===== src/rtl/waveform_meter_pkg.sv =====
// Shared types and elaboration-time helpers for the waveform meter.
package waveform_meter_pkg;

    // Measurement sequencer states.
    typedef enum logic [1:0] {
        IDLE    = 2'd0,
        ARM     = 2'd1,
        MEASURE = 2'd2,
        HOLD    = 2'd3
    } state_t;

    // Helpers work on a 64-bit container so any sample width up to 64 fits.
    localparam int MAX_W = 64;

    // Upper hysteresis threshold: thresh + hyst, clamped to the all-ones value of a w-bit sample.
    function automatic logic [MAX_W-1:0] hi_threshold(input logic [MAX_W-1:0] thresh,
                                                      input logic [MAX_W-1:0] hyst,
                                                      input int unsigned      w);
        logic [MAX_W:0] sum;
        logic [MAX_W:0] lim;
        sum = {1'b0, thresh} + {1'b0, hyst};
        lim = ({{MAX_W{1'b0}}, 1'b1} << w) - 1'b1;
        return (sum > lim) ? lim[MAX_W-1:0] : sum[MAX_W-1:0];
    endfunction

    // Lower hysteresis threshold: thresh - hyst, clamped at zero.
    function automatic logic [MAX_W-1:0] lo_threshold(input logic [MAX_W-1:0] thresh,
                                                      input logic [MAX_W-1:0] hyst);
        return (hyst > thresh) ? '0 : (thresh - hyst);
    endfunction

endpackage


===== src/rtl/waveform_meter_threshold_detector.sv =====
// Registered hysteresis comparator. The level is held in a flop; the rise
// pulse is decoded from the held level and the current sample so the caller
// sees the crossing in the same cycle the sample is accepted.
module threshold_detector #(
    parameter int               WIDTH = 32,
    parameter logic [WIDTH-1:0] HI_TH = 32'h8100_0000,
    parameter logic [WIDTH-1:0] LO_TH = 32'h7F00_0000
) (
    input  logic             clk,
    input  logic             rst,
    input  logic             init,
    input  logic             init_level,
    input  logic             valid,
    input  logic [WIDTH-1:0] sample,
    output logic             level,
    output logic             rise
);

    logic level_r;

    assign level = level_r;
    // A rise needs a low level and a sample at or above the upper band edge.
    assign rise  = valid && !init && !level_r && (sample >= HI_TH);

    // Level tracks the signal; samples inside the band leave it unchanged.
    always_ff @(posedge clk) begin
        if (rst) begin
            level_r <= 1'b0;
        end else if (init) begin
            level_r <= init_level;
        end else if (valid) begin
            if (!level_r && (sample >= HI_TH)) begin
                level_r <= 1'b1;
            end else if (level_r && (sample < LO_TH)) begin
                level_r <= 1'b0;
            end
        end
    end

endmodule


===== src/rtl/waveform_meter.sv =====
// Gate-window waveform meter: captures GATE_LEN accepted samples and reports
// min, max, rising-crossing count, first rise index and first-to-last span.
// Results are held with result_valid until result_ready is seen.
module waveform_meter
    import waveform_meter_pkg::*;
#(
    parameter int               WIDTH    = 32,
    parameter int               GATE_LEN = 1024,
    parameter int               CNT_W    = 16,
    parameter logic [WIDTH-1:0] THRESH   = 32'h8000_0000,
    parameter logic [WIDTH-1:0] HYST     = 32'h0100_0000
) (
    input  logic             clk,
    input  logic             rst,
    input  logic             start,
    input  logic             sample_valid,
    input  logic [WIDTH-1:0] sample,
    output logic             busy,
    output logic             result_valid,
    input  logic             result_ready,
    output logic [WIDTH-1:0] min_out,
    output logic [WIDTH-1:0] max_out,
    output logic [CNT_W-1:0] rise_count,
    output logic [CNT_W-1:0] first_idx,
    output logic [CNT_W-1:0] span
);

    localparam logic [WIDTH-1:0] HI_TH    = WIDTH'(hi_threshold(MAX_W'(THRESH), MAX_W'(HYST), WIDTH));
    localparam logic [WIDTH-1:0] LO_TH    = WIDTH'(lo_threshold(MAX_W'(THRESH), MAX_W'(HYST)));
    localparam logic [CNT_W-1:0] LAST_IDX = CNT_W'(GATE_LEN - 1);
    localparam logic [CNT_W-1:0] CNT_MAX  = '1;
    localparam logic [CNT_W-1:0] CNT_TWO  = CNT_W'(2);

    state_t           state;
    logic [WIDTH-1:0] min_acc;
    logic [WIDTH-1:0] max_acc;
    logic [CNT_W-1:0] cnt_acc;
    logic [CNT_W-1:0] first_r;
    logic [CNT_W-1:0] last_r;
    logic [CNT_W-1:0] idx;

    logic             det_init;
    logic             det_valid;
    logic             det_level;
    logic             det_rise;

    logic [WIDTH-1:0] min_n;
    logic [WIDTH-1:0] max_n;
    logic [CNT_W-1:0] cnt_n;
    logic [CNT_W-1:0] first_n;
    logic [CNT_W-1:0] last_n;

    assign det_init  = (state == ARM) && sample_valid;
    assign det_valid = (state == MEASURE) && sample_valid;

    threshold_detector #(
        .WIDTH (WIDTH),
        .HI_TH (HI_TH),
        .LO_TH (LO_TH)
    ) u_det (
        .clk        (clk),
        .rst        (rst),
        .init       (det_init),
        .init_level (sample >= THRESH),
        .valid      (det_valid),
        .sample     (sample),
        .level      (det_level),
        .rise       (det_rise)
    );

    // Accumulator values including the current sample, used both to update
    // the running state and to latch the final sample into the results.
    always_comb begin
        min_n   = (sample < min_acc) ? sample : min_acc;
        max_n   = (sample > max_acc) ? sample : max_acc;
        cnt_n   = cnt_acc;
        first_n = first_r;
        last_n  = last_r;
        if (det_rise) begin
            if (cnt_acc != CNT_MAX) begin
                cnt_n = cnt_acc + 1'b1;
            end
            // The count saturates but never returns to zero, so zero means no rise yet.
            if (cnt_acc == '0) begin
                first_n = idx;
            end
            last_n = idx;
        end
    end

    // Sequencer, accumulators and registered result outputs.
    always_ff @(posedge clk) begin
        if (rst) begin
            state        <= IDLE;
            busy         <= 1'b0;
            result_valid <= 1'b0;
            min_acc      <= '0;
            max_acc      <= '0;
            cnt_acc      <= '0;
            first_r      <= '0;
            last_r       <= '0;
            idx          <= '0;
            min_out      <= '0;
            max_out      <= '0;
            rise_count   <= '0;
            first_idx    <= '0;
            span         <= '0;
        end else begin
            case (state)
                IDLE: begin
                    if (start) begin
                        state <= ARM;
                        busy  <= 1'b1;
                    end
                end
                ARM: begin
                    if (sample_valid) begin
                        min_acc <= sample;
                        max_acc <= sample;
                        cnt_acc <= '0;
                        first_r <= '0;
                        last_r  <= '0;
                        idx     <= CNT_W'(1);
                        state   <= MEASURE;
                    end
                end
                MEASURE: begin
                    if (sample_valid) begin
                        min_acc <= min_n;
                        max_acc <= max_n;
                        cnt_acc <= cnt_n;
                        first_r <= first_n;
                        last_r  <= last_n;
                        idx     <= idx + 1'b1;
                        if (idx == LAST_IDX) begin
                            min_out      <= min_n;
                            max_out      <= max_n;
                            rise_count   <= cnt_n;
                            first_idx    <= (cnt_n != '0) ? first_n : '0;
                            span         <= (cnt_n >= CNT_TWO) ? (last_n - first_n) : '0;
                            state        <= HOLD;
                            busy         <= 1'b0;
                            result_valid <= 1'b1;
                        end
                    end
                end
                HOLD: begin
                    if (result_ready) begin
                        result_valid <= 1'b0;
                        state        <= IDLE;
                    end
                end
                default: begin
                    state <= IDLE;
                    busy  <= 1'b0;
                end
            endcase
        end
    end

endmodule


===== config.mk =====
export PLATFORM = sky130hd
export DESIGN_NAME = waveform_meter
export DESIGN_NICKNAME = d
export VERILOG_FILES = /design/src/rtl/waveform_meter_pkg.sv /design/src/rtl/waveform_meter_threshold_detector.sv /design/src/rtl/waveform_meter.sv
export SDC_FILE = /design/constraint.sdc
export NUM_CORES = 1
export LEC_CHECK = 0
export BUFFER_PORTS_ARGS = -buffer_cell sky130_fd_sc_hd__buf_2
export CELL_PAD_IN_SITES_DETAIL_PLACEMENT = 1
export CELL_PAD_IN_SITES_GLOBAL_PLACEMENT = 1
export CORE_AREA = 2 2 183 185
export CTS_CLUSTER_DIAMETER = 80
export DETAILED_ROUTE_END_ITERATION = 6
export DIE_AREA = 0 0 185 187
export HOLD_SLACK_MARGIN = 0.08
export PLACE_DENSITY_LB_ADDON = 0.05
export SYNTH_ARGS = -nofsm -noshare
export SYNTH_HDL_FRONTEND = slang
export SYNTH_SLANG_ARGS = --single-unit

===== constraint.sdc =====
create_clock -name clk -period 8.34 [get_ports clk]
set_input_delay 0.417 -clock clk [delete_from_list [all_inputs] [get_ports clk]]
set_output_delay 0.417 -clock clk [all_outputs]
set_load 0.01 [all_outputs]

Yosys cells after proc, flatten, opt, wreduce, memory -nomap -nowiden
Cells that the tools add are included.
W data, S select, Z words.
{"block": "totals", "romBits": 0, "n_memories": 0, "output_inout_bits": 114, "in_bits": 37, "ramBits": 0, "latchBits": 0, "wordCells": 99, "ff_bits": 245}
{"block": "classes", "shifts": 0, "eq_ne": 10, "muxes": 42, "n_bitwise": 0, "reduce_logical": 23, "multipliers": 0, "order_cmp": 6, "div_mod_pow": 0, "add_sub_neg": 3}
{"operator": "$mux W16", "n": 13}
{"operator": "$mux W32", "n": 5}
{"operator": "$pmux W16 S2", "n": 4}
{"operator": "$pmux W32 S2", "n": 2}
{"operator": "$ge A32 B32 Y1 const B", "n": 2}
{"operator": "$add A16 B1 Y16 const B", "n": 2}
{"operator": "$gt A32 B32 Y1", "n": 1}
{"operator": "$lt A32 B31 Y1 const B", "n": 1}
{"operator": "$lt A32 B32 Y1", "n": 1}
{"operator": "$eq A16 B10 Y1 const B", "n": 1}
{"operator": "$ge A16 B2 Y1 const B", "n": 1}
{"operator": "$logic_not A16 Y1", "n": 1}
{"operator": "$ne A16 B16 Y1 const B", "n": 1}
{"operator": "$reduce_bool A16 Y1", "n": 1}
{"operator": "$sub A16 B16 Y16", "n": 1}
{"operator": "$mux W1", "n": 10}
{"operator": "$mux W2", "n": 5}
{"operator": "$ne A2 B2 Y1 const B", "n": 4}
{"operator": "$pmux W2 S4", "n": 1}
{"operator": "$reduce_and A4 Y1", "n": 2}
{"operator": "$reduce_bool A2 Y1", "n": 4}
{"operator": "$logic_and A1 B1 Y1", "n": 7}
{"operator": "$reduce_and A3 Y1", "n": 2}
{"operator": "$reduce_and A5 Y1", "n": 1}
{"operator": "other kinds (8)", "n": 11}

Depth between registers and ports, before layout
{"block": "depth", "ltp_word": 9, "ltp_mapped": 20, "depth_no_buf": 17}

By module
Synthesis repeated with hierarchy kept, for this count alone.
{"block": "hier_totals", "cells_unflattened": 1452, "hier_area_um2": 12948.7}
{"module": "waveform_meter", "seq_area_each_um2": 4884.7, "instances": 1, "area_per_inst_um2": 12826.1, "cells_per_inst": 1438}
{"module": "threshold_detector", "seq_area_each_um2": 20.0, "instances": 1, "area_per_inst_um2": 122.6, "cells_per_inst": 14}

Worst setup path before layout
OpenSTA, ideal clock, no wires.
{"block": "synth_path", "path_kind": "register to register", "start": "reg state[0]", "end": "reg span[11]", "synth_period_minus_slack_ns": 4.373, "setup_slack_ns": 3.967, "required_ns": 8.219, "arrival_time_ns": 4.252, "stages_incl_launch_ff": 19, "setup_ns": 0.121, "path_cell_list": "dfxtp_1 > inv_1 > ha_1 > clkbuf_1 > nand2_1 > a211o_4 > clkbuf_1 > nor2_1 > clkbuf_1 > mux2i_1 > ha_1 > nand2_1 > a21oi_1 > a211oi_1 > o311ai_1 > a311o_1 > a21oi_1 > xor2_1 > o21ai_0"}
{"block": "synth_between", "elab_chain_len": 9}
{"item": "from (decl)", "line_no": "waveform_meter.sv:34", "source": "state_t state;"}
{"item": "from (signal assigned)", "line_no": "waveform_meter.sv:94", "source": "state <= IDLE;"}
{"item": "from (signal assigned)", "line_no": "waveform_meter.sv:112", "source": "state <= ARM;"}
{"item": "from (signal assigned)", "line_no": "waveform_meter.sv:124", "source": "state <= MEASURE;"}
{"item": "$eq A2 B1 Y1", "line_no": "waveform_meter.sv:53", "source": "assign det_init = (state == ARM) && sample_valid;"}
{"item": "$logic_and A1 B1 Y1", "line_no": "waveform_meter.sv:53"}
{"item": "$logic_not A1 Y1", "line_no": "waveform_meter_threshold_detector.sv:23", "source": "assign rise = valid && !init && !level_r && (sample >= HI_TH);"}
{"item": "$logic_and A1 B1 Y1 (3 in series)", "line_no": "waveform_meter_threshold_detector.sv:23"}
{"item": "$mux W16", "line_no": "waveform_meter.sv:79", "source": "if (det_rise) begin"}
{"item": "$sub A16 B16 Y16 or $ge A16 B2 Y1 (tied branches)", "line_no": "waveform_meter.sv:140", "source": "span <= (cnt_n >= CNT_TWO) ? (last_n - first_n) : '0;"}
{"item": "$mux W16", "line_no": "waveform_meter.sv:140"}
{"item": "to (signal assigned)", "line_no": "waveform_meter.sv:140"}
{"item": "to (decl)", "line_no": "waveform_meter.sv:25", "source": "output logic [CNT_W-1:0] span"}
Several ways; a longest one is shown, not always the timed one.
A chain may end at the register's enable or synchronous reset.

Worst setup path in the final report
{"block": "layout_path", "start": "reg state[0]", "end": "reg first_idx[15]"}
{"block": "layout_between", "elab_chain_len": 9}
{"item": "$eq A2 B1 Y1", "line_no": "waveform_meter.sv:53"}
{"item": "$logic_and A1 B1 Y1", "line_no": "waveform_meter.sv:53"}
{"item": "$logic_not A1 Y1", "line_no": "waveform_meter_threshold_detector.sv:23"}
{"item": "$logic_and A1 B1 Y1 (3 in series)", "line_no": "waveform_meter_threshold_detector.sv:23"}
{"item": "$mux W16", "line_no": "waveform_meter.sv:79"}
{"item": "$reduce_bool A16 Y1", "line_no": "waveform_meter.sv:139", "source": "first_idx <= (cnt_n != '0) ? first_n : '0;"}
{"item": "$mux W16", "line_no": "waveform_meter.sv:139"}
{"item": "to (signal assigned)", "line_no": "waveform_meter.sv:139"}
{"item": "to (decl)", "line_no": "waveform_meter.sv:24", "source": "output logic [CNT_W-1:0] first_idx,"}
Several ways; a longest one is shown, not always the timed one.

==> results.ini <==
[sta]
final.setup.worst_slack_ps=3536
slew_headroom_pct=32.23
totalNegativeSetupSlack_ps=0
report.final.setup_viol=0
max_freq_ghz=0.2082
maxSlewViolCount=0
rsz_0062_raised_after_global_routing=no
timing.final.crit_period_ps=4804
final_hold_viol_count=0
clock-skew-final_ps=9.615
tightestPinTransition_ps=1017
final.period_utilization_pct=57.60

[detailed_routing]
starting_drt_drc_count=406
ant_nets=0
remaining_drc_errors=0
drtPass1Iterations=5
route.detailed.vias_per_inst=5.305
route.final.wire_length_mm=38.27
vias=11410
detail_route.wl_per_cell_um=17.80

[cts]
tritoncts=done
clk_pin_slew_worst_paths_ps=60
clock_path_buffers=3
clk_latency_ps=550
root_buffer=sky130_fd_sc_hd__clkbuf_16
cts.htree.levels=1
cts.hold.buffers_added=0
cts.repair.resized=0
tritoncts.num_buffers=29
cts.repair_timing.setup_buffer_count=0
cts.sink_count=245

[worst_setup_path]
setup.worst_path.start_class=register
worst-path-buf-inv=2
reg2regPathDepth=13
critPathCaptureType=register
r2r_start=state[0]$_SDFFE_PP0P_
path_common_cell=sky130_fd_sc_hd__nand2_1
critical_path_class=register to register
critical_path.max_stage_delay_ps=670
setup.reg_to_reg.worst_slack_ps=3540
category_of_cells_accounting_for_the_largest_share_of_critical_path_delay=simple AND/OR/NAND/NOR gates
arrival_ps=5210
crit_chain=inv_1 -> ha_1 -> nand2_1 -> buf_4 -> a211o_4 -> a21oi_2 -> and2_1 -> a311oi_1 -> or4b_2 -> nor4_4 -> nand2_1 -> nand2_1 -> o21ai_0
reg2reg_to=first_idx[15]$_SDFFE_PP0P_
worstPathRequired_ps=8750
critical_path.slowest_cell=sky130_fd_sc_hd__or4b_2
crit_fanout=34

[global_routing]
number_of_global_route_vias_before_repair=11490
grt_start_max_net_pins=106
grt_pass1_wl_mm=62.35
grt_overflow=0
grtUsageTotal_pct=22.15
antenna_violations_before_repair=0

[yosys]
syn-num-nets=1712
syn_area_per_cell_um2=8.095
postSynth.topFlopCell=sky130_fd_sc_hd__dfxtp_1
postSynthCellCount=1588
synthArstFlopShare_pct=0
number_of_enable_flip_flop_cells_after_synthesis=0
synth-seq-cells=245
post_synthesis_instance_area_um2=12850
synth-warning-count=0
seq_area_frac_synth_pct=38.15
synth.lib_cells_used.distinct=66
cell_taking_the_most_area_after_synthesis=sky130_fd_sc_hd__dfxtp_1
post_synth_main_area_contributors=sky130_fd_sc_hd__dfxtp_1 38%, sky130_fd_sc_hd__ha_1 8.4%, sky130_fd_sc_hd__nor2_1 7.3%
synth_top_area_share_pct=38.15

[final_layout]
nNetsFinal=1805
filler_cell_count_in_the_final_layout=4053
areaGrowthSynthToFinish_pct=15.81
antenna-diode-count=0
proportion_of_layout_cells_with_a_drive_suffix_above_1_pct=14.34

[floorplan]
row_count=67
dieHeight_um=187
io-pin-count=151
floorplan.die_area_um2=34600
core_region_area_um2=32860
die_w_um=185
start_util_pct=39.12

[placement]
pre_cts_ws_ps=3530
placer_congestion_estimate=0.7972
port_buffers=150
dp.final_hpwl_mm=26.89

[power]
seqPwrFrac_pct=37.0
swShare_pct=33.38
power.switching_uw=1201
pwr_density_cell_nw_per_um2=241.7
clkPwrFrac_pct=35.4
combinationalPowerShare_pct=27.6
vdd.ir_drop.worst_uv=147.0
leakage_uw=0.005833
p_int_uw=2397

[run]
max-cap-violations=0

[outcome]
status=complete, no violations

[worst_hold_path]
worst_hold_path.num_cells=3
min-delay-path-class=input pin to register
worst_hold_path.endpoint=min_acc[0]$_SDFFE_PP0P_
worstHoldStart=sample[0]

[routing by layer]
metal,wire (µm),up-vias,GRT usage (%)
met5,0,-,0
met4,697,0,4.609
met3,1152,49,2.434
met2,19250,139,39.76
met1,17170,5520,28.47
li1,-,5697,-
[final cells by class]
cell class	count	area (µm²)	share of cell area, %
Clock buffer	43	858.3	5.766
Clock inverter	9	98.84	0.6640
Inverter	79	296.5	1.992
Multi-Input combinational cell	1159	7283	48.92
Sequential cell	245	4905	32.95
Tap cell	448	560.5	3.765
Timing Repair Buffer	167	884.6	5.942
[worst max-delay path by stage]
stage                                      end  slack, ps                   from  cells past startpoint
floorplan                span[11]$_SDFFE_PP0P_       3970  state[0]$_SDFFE_PP0P_                     18
global placement    first_idx[15]$_SDFFE_PP0P_       3620  state[0]$_SDFFE_PP0P_                     13
detailed placement  first_idx[15]$_SDFFE_PP0P_       3530  state[0]$_SDFFE_PP0P_                     13
CTS                  first_idx[2]$_SDFFE_PP0P_       3500  state[0]$_SDFFE_PP0P_                     13
global route             span[11]$_SDFFE_PP0P_       3190  state[0]$_SDFFE_PP0P_                     17
finish              first_idx[15]$_SDFFE_PP0P_       3540  state[0]$_SDFFE_PP0P_                     13
[cells in the final DEF (no fill, tap or decap), types with 6 or more instances in the layout]
cell type / Yosys / layout
sky130_fd_sc_hd__a211oi_1: 80 / 80
sky130_fd_sc_hd__a21o_1: 31 / 31
sky130_fd_sc_hd__a21oi_1: 125 / 124
sky130_fd_sc_hd__a22oi_1: 30 / 30
sky130_fd_sc_hd__and2_1: 8 / 8
sky130_fd_sc_hd__and3_1: 12 / 12
sky130_fd_sc_hd__buf_2: 9 / 149
sky130_fd_sc_hd__buf_4: 2 / 17
sky130_fd_sc_hd__clkbuf_1: 85 / 6
sky130_fd_sc_hd__clkbuf_16: 0 / 29
sky130_fd_sc_hd__clkbuf_8: 0 / 8
sky130_fd_sc_hd__clkinv_2: 0 / 6
sky130_fd_sc_hd__dfxtp_1: 245 / 245
sky130_fd_sc_hd__ha_1: 86 / 86
sky130_fd_sc_hd__inv_1: 79 / 79
sky130_fd_sc_hd__mux2_2: 6 / 6
sky130_fd_sc_hd__mux2i_1: 89 / 89
sky130_fd_sc_hd__nand2_1: 180 / 180
sky130_fd_sc_hd__nand3_1: 31 / 31
sky130_fd_sc_hd__nand4_1: 17 / 17
sky130_fd_sc_hd__nor2_1: 251 / 249
sky130_fd_sc_hd__nor3_1: 18 / 18
sky130_fd_sc_hd__o21ai_0: 54 / 52
sky130_fd_sc_hd__o21ai_1: 12 / 11
sky130_fd_sc_hd__or2_2: 7 / 7
sky130_fd_sc_hd__xnor2_1: 14 / 14
sky130_fd_sc_hd__xor2_1: 23 / 23
[flip-flops by register name, indices dropped and copies added, names as in the netlist]
register	flops
rise_count	16
max_out	32
state	2
last_r	16
min_out	32
first_r	16
span	16
u_det.level	1
busy	1
idx	16
max_acc	32
cnt_acc	16
first_idx	16
min_acc	32
result_valid	1
[power groups by stage]
stage          Sequential, µW  Combinational [µW]  Clock, µW
2_1_floorplan            1340                 714          0
3_3_place_gp             1350                 982          0
3_5_place_dp             1360                 997          0
4_1_cts                  1330                1010       1310
5_1_grt                  1340                1120       1360
6_report                 1330                 993       1270
[cell families (layout without fill, tap and decap cells)]
| logic type | count (synthesis) | count (layout) | synth area share (%) |
|---|---|---|---|
| and+or+nand+nor | 560 | 560 | 18.83 |
| AOI/OAI and AO/OA | 380 | 380 | 18.93 |
| DFF | 245 | 245 | 38.15 |
| buffers and inverters | 184 | 298 | 5.577 |
| muxes | 95 | 95 | 7.456 |
| adders and majority gates | 87 | 87 | 8.526 |
| xor gates and xnor gates | 37 | 37 | 2.521 |
[stage by stage]
stage          hold slack (ps)  utilization [%]  instance area [µm²]  total power (µW)  std cells
2_1_floorplan            431.9                -                12850              2053       1588
3_3_place_gp             435.3            42.39                13930              2334       2098
3_5_place_dp             444.2            42.39                13930              2355       2098
4_1_cts                  143.0            45.30                14890              3651       2150
5_1_grt                  159.0            45.30                14890              3821       2150
6_report                 168.6            45.30                14890              3599       2150
[tightest hold or removal path: cells and delay by family]
kind,cells,cell delay [ps]
AO/OA/AOI/OAI,1,50
buffers and inverters,1,140
AND/OR/NAND/NOR,1,60
[Yosys cell counts, drive strengths merged (6+ instances only)]
| master | n |
|---|---|
| and3 | 12 |
| or2 | 7 |
| ha | 86 |
| a21oi | 127 |
| nor3 | 19 |
| nand2 | 180 |
| a21o | 31 |
| nand3 | 31 |
| a211oi | 82 |
| o21ai | 66 |
| and2 | 8 |
| mux2 | 6 |
| clkbuf | 85 |
| mux2i | 89 |
| xor2 | 23 |
| inv | 79 |
| buf | 20 |
| nor4 | 7 |
| a22oi | 30 |
| nor2 | 251 |
| xnor2 | 14 |
| dfxtp | 245 |
| nand4 | 17 |
No activity file was read; power rests on OpenSTA's default activity.
